[src/rtl/panda_pkg.sv]
// Shared constants and types for the panda core front end.
package panda_pkg;
  localparam logic [31:0] PANDA_BOOT_ADDR = 32'h0000_0000;
  localparam logic [31:0] FETCH_WIDTH     = 32'd4;

  typedef enum logic {IF_IDLE, IF_REQ} if_state_e;
endpackage

[src/rtl/panda_fifo.sv]
// Generic synchronous FIFO with flush; flush takes priority over push/pop.
module panda_fifo #(
  parameter int DEPTH = 2,
  parameter int WIDTH = 32,
  localparam int CW = $clog2(DEPTH + 1),
  localparam int PW = (DEPTH > 1) ? $clog2(DEPTH) : 1
) (
  input  logic             clk_i,
  input  logic             rst_ni,
  input  logic             push_i,
  input  logic             pop_i,
  input  logic             flush_i,
  input  logic [WIDTH-1:0] data_i,
  output logic [WIDTH-1:0] data_o,
  output logic             full_o,
  output logic             empty_o,
  output logic [CW-1:0]    count_o
);
  logic [DEPTH-1:0][WIDTH-1:0] mem_q, mem_d;
  logic [PW-1:0]               wptr_q, wptr_d, rptr_q, rptr_d;
  logic [CW-1:0]               count_q, count_d;
  logic                        do_push, do_pop;

  function automatic logic [PW-1:0] ptr_inc(input logic [PW-1:0] p);
    return (p == PW'(DEPTH - 1)) ? '0 : p + 1'b1;
  endfunction

  assign full_o  = (count_q == CW'(DEPTH));
  assign empty_o = (count_q == '0);
  assign count_o = count_q;
  assign data_o  = mem_q[rptr_q];
  assign do_push = push_i & ~full_o;
  assign do_pop  = pop_i & ~empty_o;

  always_comb begin
    mem_d   = mem_q;
    wptr_d  = wptr_q;
    rptr_d  = rptr_q;
    count_d = count_q;
    if (flush_i) begin
      wptr_d  = '0;
      rptr_d  = '0;
      count_d = '0;
    end else begin
      if (do_push) begin
        mem_d[wptr_q] = data_i;
        wptr_d        = ptr_inc(wptr_q);
      end
      if (do_pop) rptr_d = ptr_inc(rptr_q);
      count_d = count_q + CW'(do_push) - CW'(do_pop);
    end
  end

  always_ff @(posedge clk_i or negedge rst_ni) begin
    if (!rst_ni) begin
      mem_q   <= '0;
      wptr_q  <= '0;
      rptr_q  <= '0;
      count_q <= '0;
    end else begin
      mem_q   <= mem_d;
      wptr_q  <= wptr_d;
      rptr_q  <= rptr_d;
      count_q <= count_d;
    end
  end
endmodule

[src/rtl/panda_if_stage.sv]
// Instruction fetch: owns the fetch PC, issues req/gnt/rvalid word fetches,
// buffers responses in a prefetch FIFO and handles redirects.
module panda_if_stage import panda_pkg::*; #(
  parameter logic [31:0] BOOT_ADDR = PANDA_BOOT_ADDR,
  parameter int          DEPTH     = 2
) (
  input  logic        clk_i,
  input  logic        rst_ni,
  input  logic        fetch_enable_i,
  output logic        instr_req_o,
  output logic [31:0] instr_addr_o,
  input  logic        instr_gnt_i,
  input  logic        instr_rvalid_i,
  input  logic [31:0] instr_rdata_i,
  output logic        instr_valid_o,
  output logic [31:0] instr_o,
  output logic [31:0] pc_o,
  output logic [31:0] pc_next_o,
  input  logic        instr_ready_i,
  input  logic        redirect_i,
  input  logic [31:0] redirect_target_i
);
  localparam int         CW      = $clog2(DEPTH + 1);
  localparam logic [CW:0] DEPTH_C = (CW + 1)'(DEPTH);

  if_state_e     state_q, state_d;
  logic [31:0]   fetch_addr_q, fetch_addr_d, hold_addr_q, hold_addr_d, pc_q, pc_d;
  logic [CW-1:0] inflight_q, inflight_d, discard_q, discard_d;
  logic          stale_q, stale_d;
  logic          gnt, push, pop, issue_ok, fifo_empty, fifo_full;
  logic [CW-1:0] fifo_count, count_nxt;
  logic [31:0]   target;

  assign target        = redirect_target_i & ~32'h3;
  assign instr_req_o   = (state_q == IF_REQ);
  // A request redirected before its grant keeps presenting the old address.
  assign instr_addr_o  = stale_q ? hold_addr_q : fetch_addr_q;
  assign instr_valid_o = ~fifo_empty;
  assign pc_o          = pc_q;
  assign pc_next_o     = pc_q + FETCH_WIDTH;

  always_comb begin
    gnt          = instr_req_o & instr_gnt_i;
    push         = instr_rvalid_i & (discard_q == '0) & ~redirect_i;
    pop          = ~fifo_empty & instr_ready_i & ~redirect_i;
    inflight_d   = inflight_q + CW'(gnt) - CW'(instr_rvalid_i);
    discard_d    = discard_q - CW'(instr_rvalid_i && discard_q != '0) + CW'(gnt && stale_q);
    fetch_addr_d = (gnt && !stale_q) ? fetch_addr_q + FETCH_WIDTH : fetch_addr_q;
    hold_addr_d  = hold_addr_q;
    stale_d      = stale_q & ~gnt;
    pc_d         = pop ? pc_q + FETCH_WIDTH : pc_q;
    count_nxt    = fifo_count + CW'(push) - CW'(pop);
    if (redirect_i) begin
      // Everything still outstanding after this cycle belongs to the old path.
      fetch_addr_d = target;
      pc_d         = target;
      discard_d    = inflight_d;
      count_nxt    = '0;
      if (instr_req_o && !gnt) begin
        stale_d = 1'b1;
        if (!stale_q) hold_addr_d = fetch_addr_q;
      end
    end
    issue_ok = fetch_enable_i & (({1'b0, inflight_d} + {1'b0, count_nxt}) < DEPTH_C);
    state_d  = state_q;
    case (state_q)
      IF_IDLE: if (issue_ok) state_d = IF_REQ;
      IF_REQ:  if (gnt && !issue_ok) state_d = IF_IDLE;
      default: state_d = IF_IDLE;
    endcase
  end

  always_ff @(posedge clk_i or negedge rst_ni) begin
    if (!rst_ni) begin
      state_q      <= IF_IDLE;
      fetch_addr_q <= BOOT_ADDR;
      hold_addr_q  <= BOOT_ADDR;
      pc_q         <= BOOT_ADDR;
      inflight_q   <= '0;
      discard_q    <= '0;
      stale_q      <= 1'b0;
    end else begin
      state_q      <= state_d;
      fetch_addr_q <= fetch_addr_d;
      hold_addr_q  <= hold_addr_d;
      pc_q         <= pc_d;
      inflight_q   <= inflight_d;
      discard_q    <= discard_d;
      stale_q      <= stale_d;
    end
  end

  panda_fifo #(.DEPTH(DEPTH), .WIDTH(32)) u_fifo (
    .clk_i   (clk_i),
    .rst_ni  (rst_ni),
    .push_i  (push),
    .pop_i   (pop),
    .flush_i (redirect_i),
    .data_i  (instr_rdata_i),
    .data_o  (instr_o),
    .full_o  (fifo_full),
    .empty_o (fifo_empty),
    .count_o (fifo_count)
  );

  a_no_overflow: assert property (@(posedge clk_i) disable iff (!rst_ni) !(push && fifo_full));
endmodule

[config.mk]
export PLATFORM = sky130hd
export DESIGN_NAME = panda_if_stage
export DESIGN_NICKNAME = d
export VERILOG_FILES = /design/src/rtl/panda_pkg.sv /design/src/rtl/panda_fifo.sv /design/src/rtl/panda_if_stage.sv
export SDC_FILE = /design/constraint.sdc
export NUM_CORES = 1
export LEC_CHECK = 0
export CAP_MARGIN = 20
export CORE_MARGIN = 2
export CORE_UTILIZATION = 55
export DETAILED_ROUTE_END_ITERATION = 8
export GPL_TIMING_DRIVEN = 0
export PLACE_DENSITY = 0.95
export SLEW_MARGIN = 20
export SYNTH_ARGS = -nofsm -noshare
export SYNTH_HDL_FRONTEND = slang
export SYNTH_SLANG_ARGS = --single-unit
[constraint.sdc]
create_clock -name clk_i -period 4.1 [get_ports clk_i]
set_input_delay 0.82 -clock clk_i [delete_from_list [all_inputs] [get_ports clk_i]]
set_output_delay 0.82 -clock clk_i [all_outputs]
set_load 0.005 [all_outputs]
# ---- Word-level counts from Yosys, hierarchy flattened
# Cells that the tools add are included.
dict set report op_classes {
  n_addsub 13
  multipliers 0
  n_div 0
  n_lt_le_gt_ge 4
  n_eq_ne 1
  n_shift 0
  muxes 24
  bitwise_logic 14
  reduce_logical 18
}
# operator n
set ops {}
lappend ops {{2-to-1 mux 32 bit} 8}
lappend ops {{adder 32 x 3 -> 32 bit, second input constant} 2}
lappend ops {{bitwise mux 64 bit} 1}
lappend ops {{demux 32 bit (select 1 bit)} 1}
lappend ops {{2-to-1 mux 1 bit} 10}
lappend ops {{nonzero test 2 bit} 5}
lappend ops {{bitwise AND 1 bit} 9}
lappend ops {{adder 2 x 1 -> 2 bit} 4}
lappend ops {{subtractor 2 x 1 -> 2 bit} 4}
lappend ops {{logical AND 1 bit} 6}
lappend ops {{2-to-1 mux 2 bit} 3}
lappend ops {{NOT 1 bit} 5}
lappend ops {{zero test 2 bit} 2}
lappend ops {{less-than comparator 1 x 2 -> 1 bit, second input constant} 2}
lappend ops {{AND reduction 2 bit} 2}
lappend ops {{adder 2 x 2 -> 3 bit} 1}
lappend ops {{zero test 1 bit} 3}
lappend ops {{less-than comparator 3 x 2 -> 1 bit, second input constant} 1}
lappend ops {{adder 1 bit, second input constant} 2}
lappend ops {{equality test 2 bit, second input constant} 1}
lappend ops {{case mux 1 bit (2 select lines)} 1}
lappend ops {{>= comparator 1 bit, second input constant} 1}
dict set report word_totals {
  regBits 170
  latchBits 0
  mem_bits_rw 0
  rom_bits 0
  inputBits 71
  mem_count 0
}

# ---- Longest topological paths before layout
# Gate-level depths: netlist of run 1.
dict set report logic_depth {
  depth_word 13
  mapped_depth 12
  mapped_depth_nobuf 10
}

# ---- Modules after synthesis
# Synthesis of run 1 repeated with hierarchy kept, for this count alone.
dict set report hier_totals {
  cells_unflattened 828
  hier_area_um2 9140.0
}
# mod n_inst cells_per_inst area_each_um2 seq_area_each_um2
set by_module_without_submodules {}
lappend by_module_without_submodules {panda_if_stage 1 633 6143.4 2452.4}
lappend by_module_without_submodules {panda_fifo 1 195 2996.6 1701.6}

# ---- Worst setup path before layout of run 1
# OpenSTA, ideal clock, no wires.
dict set report synth_timing {
  path_type {in2reg}
  startpoint {input redirect_i}
  endpoint {register state_q (netlist: instr_req_o)}
  setup_ns 0.118
  t_arrival_ns 3.066
  required_time_ns 3.982
  slack_ns 0.916
  cell_stages 12
  cell_sequence {clkbuf_1 clkbuf_1 buf_1 nor2_1 ha_1 inv_1 ha_1 xnor2_1 nor2_1 fa_1 nor2_1 a21o_1}
}
dict set report synth_via {
  elab_chain_len 12
}
# item line_no
set synth_lines {}
lappend synth_lines {{start, declared} panda_if_stage.sv:20} ;# input logic redirect_i,
lappend synth_lines {{NOT 1 bit (no source line)} n/a}
lappend synth_lines {{bitwise AND 1 bit} panda_if_stage.sv:44} ;# push = instr_rvalid_i & (discard_q == '0) & ~redirect_i;
lappend synth_lines {{adder 2 x 1 -> 2 bit} panda_if_stage.sv:52} ;# count_nxt = fifo_count + CW'(push) - CW'(pop);
lappend synth_lines {{subtractor 2 x 1 -> 2 bit} panda_if_stage.sv:52}
lappend synth_lines {{2-to-1 mux 2 bit (*)} panda_if_stage.sv:53} ;# if (redirect_i) begin
lappend synth_lines {{adder 2 x 2 -> 3 bit (*)} panda_if_stage.sv:64} ;# issue_ok = fetch_enable_i & (({1'b0, inflight_d} + {1'b0, count_nxt}) < DEPTH_C);
lappend synth_lines {{less-than comparator 3 x 2 -> 1 bit (*)} panda_if_stage.sv:64}
lappend synth_lines {{bitwise AND 1 bit (*)} panda_if_stage.sv:64}
lappend synth_lines {{zero test 1 bit} panda_if_stage.sv:68} ;# IF_REQ: if (gnt && !issue_ok) state_d = IF_IDLE;
lappend synth_lines {{logical AND 1 bit} panda_if_stage.sv:68}
lappend synth_lines {{2-to-1 mux 1 bit} panda_if_stage.sv:68}
lappend synth_lines {{case mux 1 bit (2 select lines) (*)} panda_if_stage.sv:66} ;# case (state_q)
lappend synth_lines {{net state_d} panda_if_stage.sv:26} ;# if_state_e state_q, state_d;
lappend synth_lines {{end signal, assigned} panda_if_stage.sv:83} ;# state_q <= state_d;
lappend synth_lines {{end, declared} panda_if_stage.sv:26}
# The timed path passes the listed nets; every way through them passes the cells marked *.
# A chain may end at the register's enable or synchronous reset.

# ---- Worst setup path after layout of run 1
dict set report layout_timing {
  startpoint {register pc_q[2] (netlist: pc_o[2])}
  endpoint {output pc_next_o[28]}
}
dict set report layout_via {
  elab_chain_len 1
}
# item line_no
set layout_lines {}
lappend layout_lines {{start, declared} panda_if_stage.sv:27} ;# logic [31:0] fetch_addr_q, fetch_addr_d, hold_addr_q, hold_addr_d, pc_q, pc_d;
lappend layout_lines {{start signal, assigned} panda_if_stage.sv:86} ;# pc_q <= pc_d;
lappend layout_lines {{adder 32 x 3 -> 32 bit} panda_if_stage.sv:40} ;# assign pc_next_o = pc_q + FETCH_WIDTH;
lappend layout_lines {{end, declared} panda_if_stage.sv:18} ;# output logic [31:0] pc_next_o,
# No other way between the ends.

==> results of run 1 <==
cell type report:
cell class	count	share of cell area, %
Sequential cell	166	35.6
Clock inverter	13	1.28
Timing Repair Buffer	194	16.8
Clock buffer	19	3.88
Inverter	15	0.483
Multi-Input combinational cell	548	37.4
Buffer	56	2.11
Tap cell	216	2.32
cell usage after synthesis (all sizes together), types with 14 or more instances:
master	n	area (um^2)
dfrtp	166	4150
or3	14	87.6
o21ai	20	100
nand2	40	150
buf	26	134
a31oi	26	163
nor2	42	158
xnor2	39	342
inv	15	56.3
or4	15	113
nor3	17	85.1
mux2	166	1870
nand4	16	113
and4	14	123
clkbuf	30	113
xor2	19	166
nand3	23	115
metal layers:
layer	part of all wire [%]	track usage [%]	vias up	wire, um
met4	4.0	14.1	0	996
met3	8.6	5.46	92	2130
met5	0	0	-	0
met1	39	38.3	3711	9640
li1	-	-	3273	-
met2	48	47.8	453	11900
registers in the layout, indices dropped and copies added, names as in the netlist:
name and cells:
hold_addr_q 32, instr_req_o 1, u_fifo.mem_q 64, pc_o 30, u_fifo.rptr_q 1, u_fifo.count_o 2
fetch_addr_q 30, u_fifo.wptr_q 1, stale_q 1, discard_q 2, inflight_q 2
power by group through the flow:
stage / clock [mW] / sequential, mW / combinational [mW]
after floorplan: 0 / 2.45 / 1.42
after global placement: 0 / 2.51 / 2.52
after detailed placement: 0 / 2.56 / 2.62
after CTS: 1.63 / 2.54 / 2.65
after global routing: 1.72 / 2.61 / 2.83
final: 1.63 / 2.55 / 2.64
timing repair:
item	4_1_cts	5_1_grt
cloned	0	0
pin swaps	0	1
setup endpoints to repair	2	10
setup buffers	0	0
resized for setup	1	1
critical path, delay by kind of cell, from the launching register on:
family	cells	cell delay, ns
AND/OR/NAND/NOR	3	0.97
buffers and inverters	2	0.83
adder cells (fa/ha/maj)	1	0.29
XOR/XNOR	1	0.18
flip-flops	1	0.47
worst paths after layout:
check                                       start              to  slack [ns]  depth (start not counted)
worst max-delay path                      pc_o[2]   pc_next_o[28]        0.12                          7
worst min register to register     hold_addr_q[0]  hold_addr_q[0]        0.49                          1
worst min-delay path                       rst_ni  hold_addr_q[5]        0.38                          1
min in group clk_i                 hold_addr_q[0]  hold_addr_q[0]        0.49                          1
max in group asynchronous                  rst_ni        pc_o[25]        2.90                          2
worst max register to register  u_fifo.count_o[1]     instr_req_o        1.14                         11
through the flow:
stage          setup slack [ns]  instance area, um^2  util [%]
6_report                  0.116                11700      73.9
5_1_grt                 0.00263                11700      73.9
4_1_cts                   0.141                11600      73.8
3_5_place_dp              0.173                11000      70.0
3_3_place_gp              -4.52                11000      69.8
2_1_floorplan             0.916                 8800         -
cell families after synthesis:
kind of cell / Yosys count / synth area share (%)
other: 1 / 0.0427
buffers and inverters: 71 / 3.44
xor gates and xnor gates: 58 / 5.78
adders and majority gates: 11 / 1.65
and+or+nand+nor: 219 / 13.8
muxes: 167 / 21.4
AOI/OAI and AO/OA: 89 / 6.65
DFF: 166 / 47.3
==> results.md, run 1 <==
- Status: completed
- Gr ovfl total: 0
- Vias in the first global route: 7504
- DIE WIDTH: 130 um
- Clock skew: around 0.01 ns
- Critical path arrival: between 3 and 4 ns
- Iter 0 DRT Violations: 717
- Total power density per cell area: ~580 nW/um^2
- Largest net degree at the start of global routing: 94
- Sw frac: about 30%
- DRC: 0
- P_sw: a little over 2 mW
- Clk slew on worst S/H paths: 0.07 ns
- Ys flop type: dfrtp_1
- CP Capture Type: output pin
- Gate power share: between 30% and 40%
- Diode count: 0
- Final antenna-violating net count: 0
- GPL Wtd Cong: around 0.91
- IO Pins: between 200 and 250
- Via count: around 7500
- Core Footprint: 15800 um^2
- Final Power: around 7 mW
- Routed vias/inst: around 6
- Maximum root-to-sink buffer count: 2
- Min Hold Slack: 0.377 ns
- First-pass GRT wire length: between 30000 and 40000 um
- Routed WL: 24700 um
- Layout cell share with drive strength beyond 1: 22.6%
- VDD IR max: 0.000385 V
- Max-cap violation count: 0
- Initial antenna violation count: 0
- Area delta synth->final: 32.6%
- RSZ-0062 raised after global routing: no
- Mapped Cells: 782
- Post-CTS Hold Buffers: 0
- Root Buffer: clkbuf_16
- Sequential area share after synthesis: between 40% and 50%
- Async SR Flop Fraction: 100%
- Sequential Area: 4150 um^2
- Cell Int Power: between 4 and 5 mW
- Worst hold path type: input port to async pin
- Synth warn: 0
- Cells along the critical path: ha_1, and4_1, clkbuf_1, nand4_1, nor3_1, xor2_1, clkdlybuf4s50_1
- Worst Path Class, Setup: flip-flop to output pin
- Crit path time final: about 4.0 ns
- DP Cell Count: around 1200
- Headroom to the max-slew limit: between 40% and 50%
- Global Route Usage Sum: slightly below 30%
- Seq pwr share: a little under two fifths
- Most frequent cells in the layout: clkdlybuf4s50_1 (192), mux2_2 (166), dfrtp_1 (166)
- Fillers: approximately 1100
- Crit-path max cell delay: roughly 0.5 ns
- Number of setup violations in the final report: 0
- CTS tree: built
- CP Max Fanout: 8
- PortBufs: roughly 190
- Syn Std Cell Area: around 8800 um^2
- Post-synth EDFFs: 0
- CTS HTree Levels: 4
- Num rows: between 40 and 50
- DR pass1 iterations: 6
- Synth cell types: 48
- Flops & latches, synth: 166
- Fin cells: 1227
- Die area: 17000 um^2
- Final Cycle Share: a little over nine tenths
- Slowest CP cell: clkdlybuf4s50_1
- Syn avg cell area: approximately 11 um^2
- Top achievable clock speed: ~250 MHz
- Commonest non-fill, non-tap cell in the layout: clkdlybuf4s50_1
- Net count reported at finish: about 1100
- Hold Vio Cnt, Final: 0
- Startpoint type of the worst setup path: flip-flop
- Clock Latency Late Sink: 0.43 ns
- Final Slew Violations: 0
- Initial Util: between 50% and 60%
- Setup TNS Final: 0 ns
- Routed len/inst: approximately 20 um
- Power share of the clock group: 23.9%
- CP required: roughly 3.3 ns
- CTS sink count: around 170
- Multi-input combinational cell area: roughly 4400 um^2
- Slew @ Worst Pin: around 0.76 ns
- Clock buffer count from CTS: 17
- Die Y: between 100 and 150 um
- Detail Placement HPWL: around 18000 um
- Total leakage power: about 4.8 nW
Power figures use the tool's default switching activity.
==> run 2: changes to the inputs <==
CAP_MARGIN = 10   (was 20)
==> results of run 2 <==
The final DEF is identical to that of run 1; final timing and power are the same.
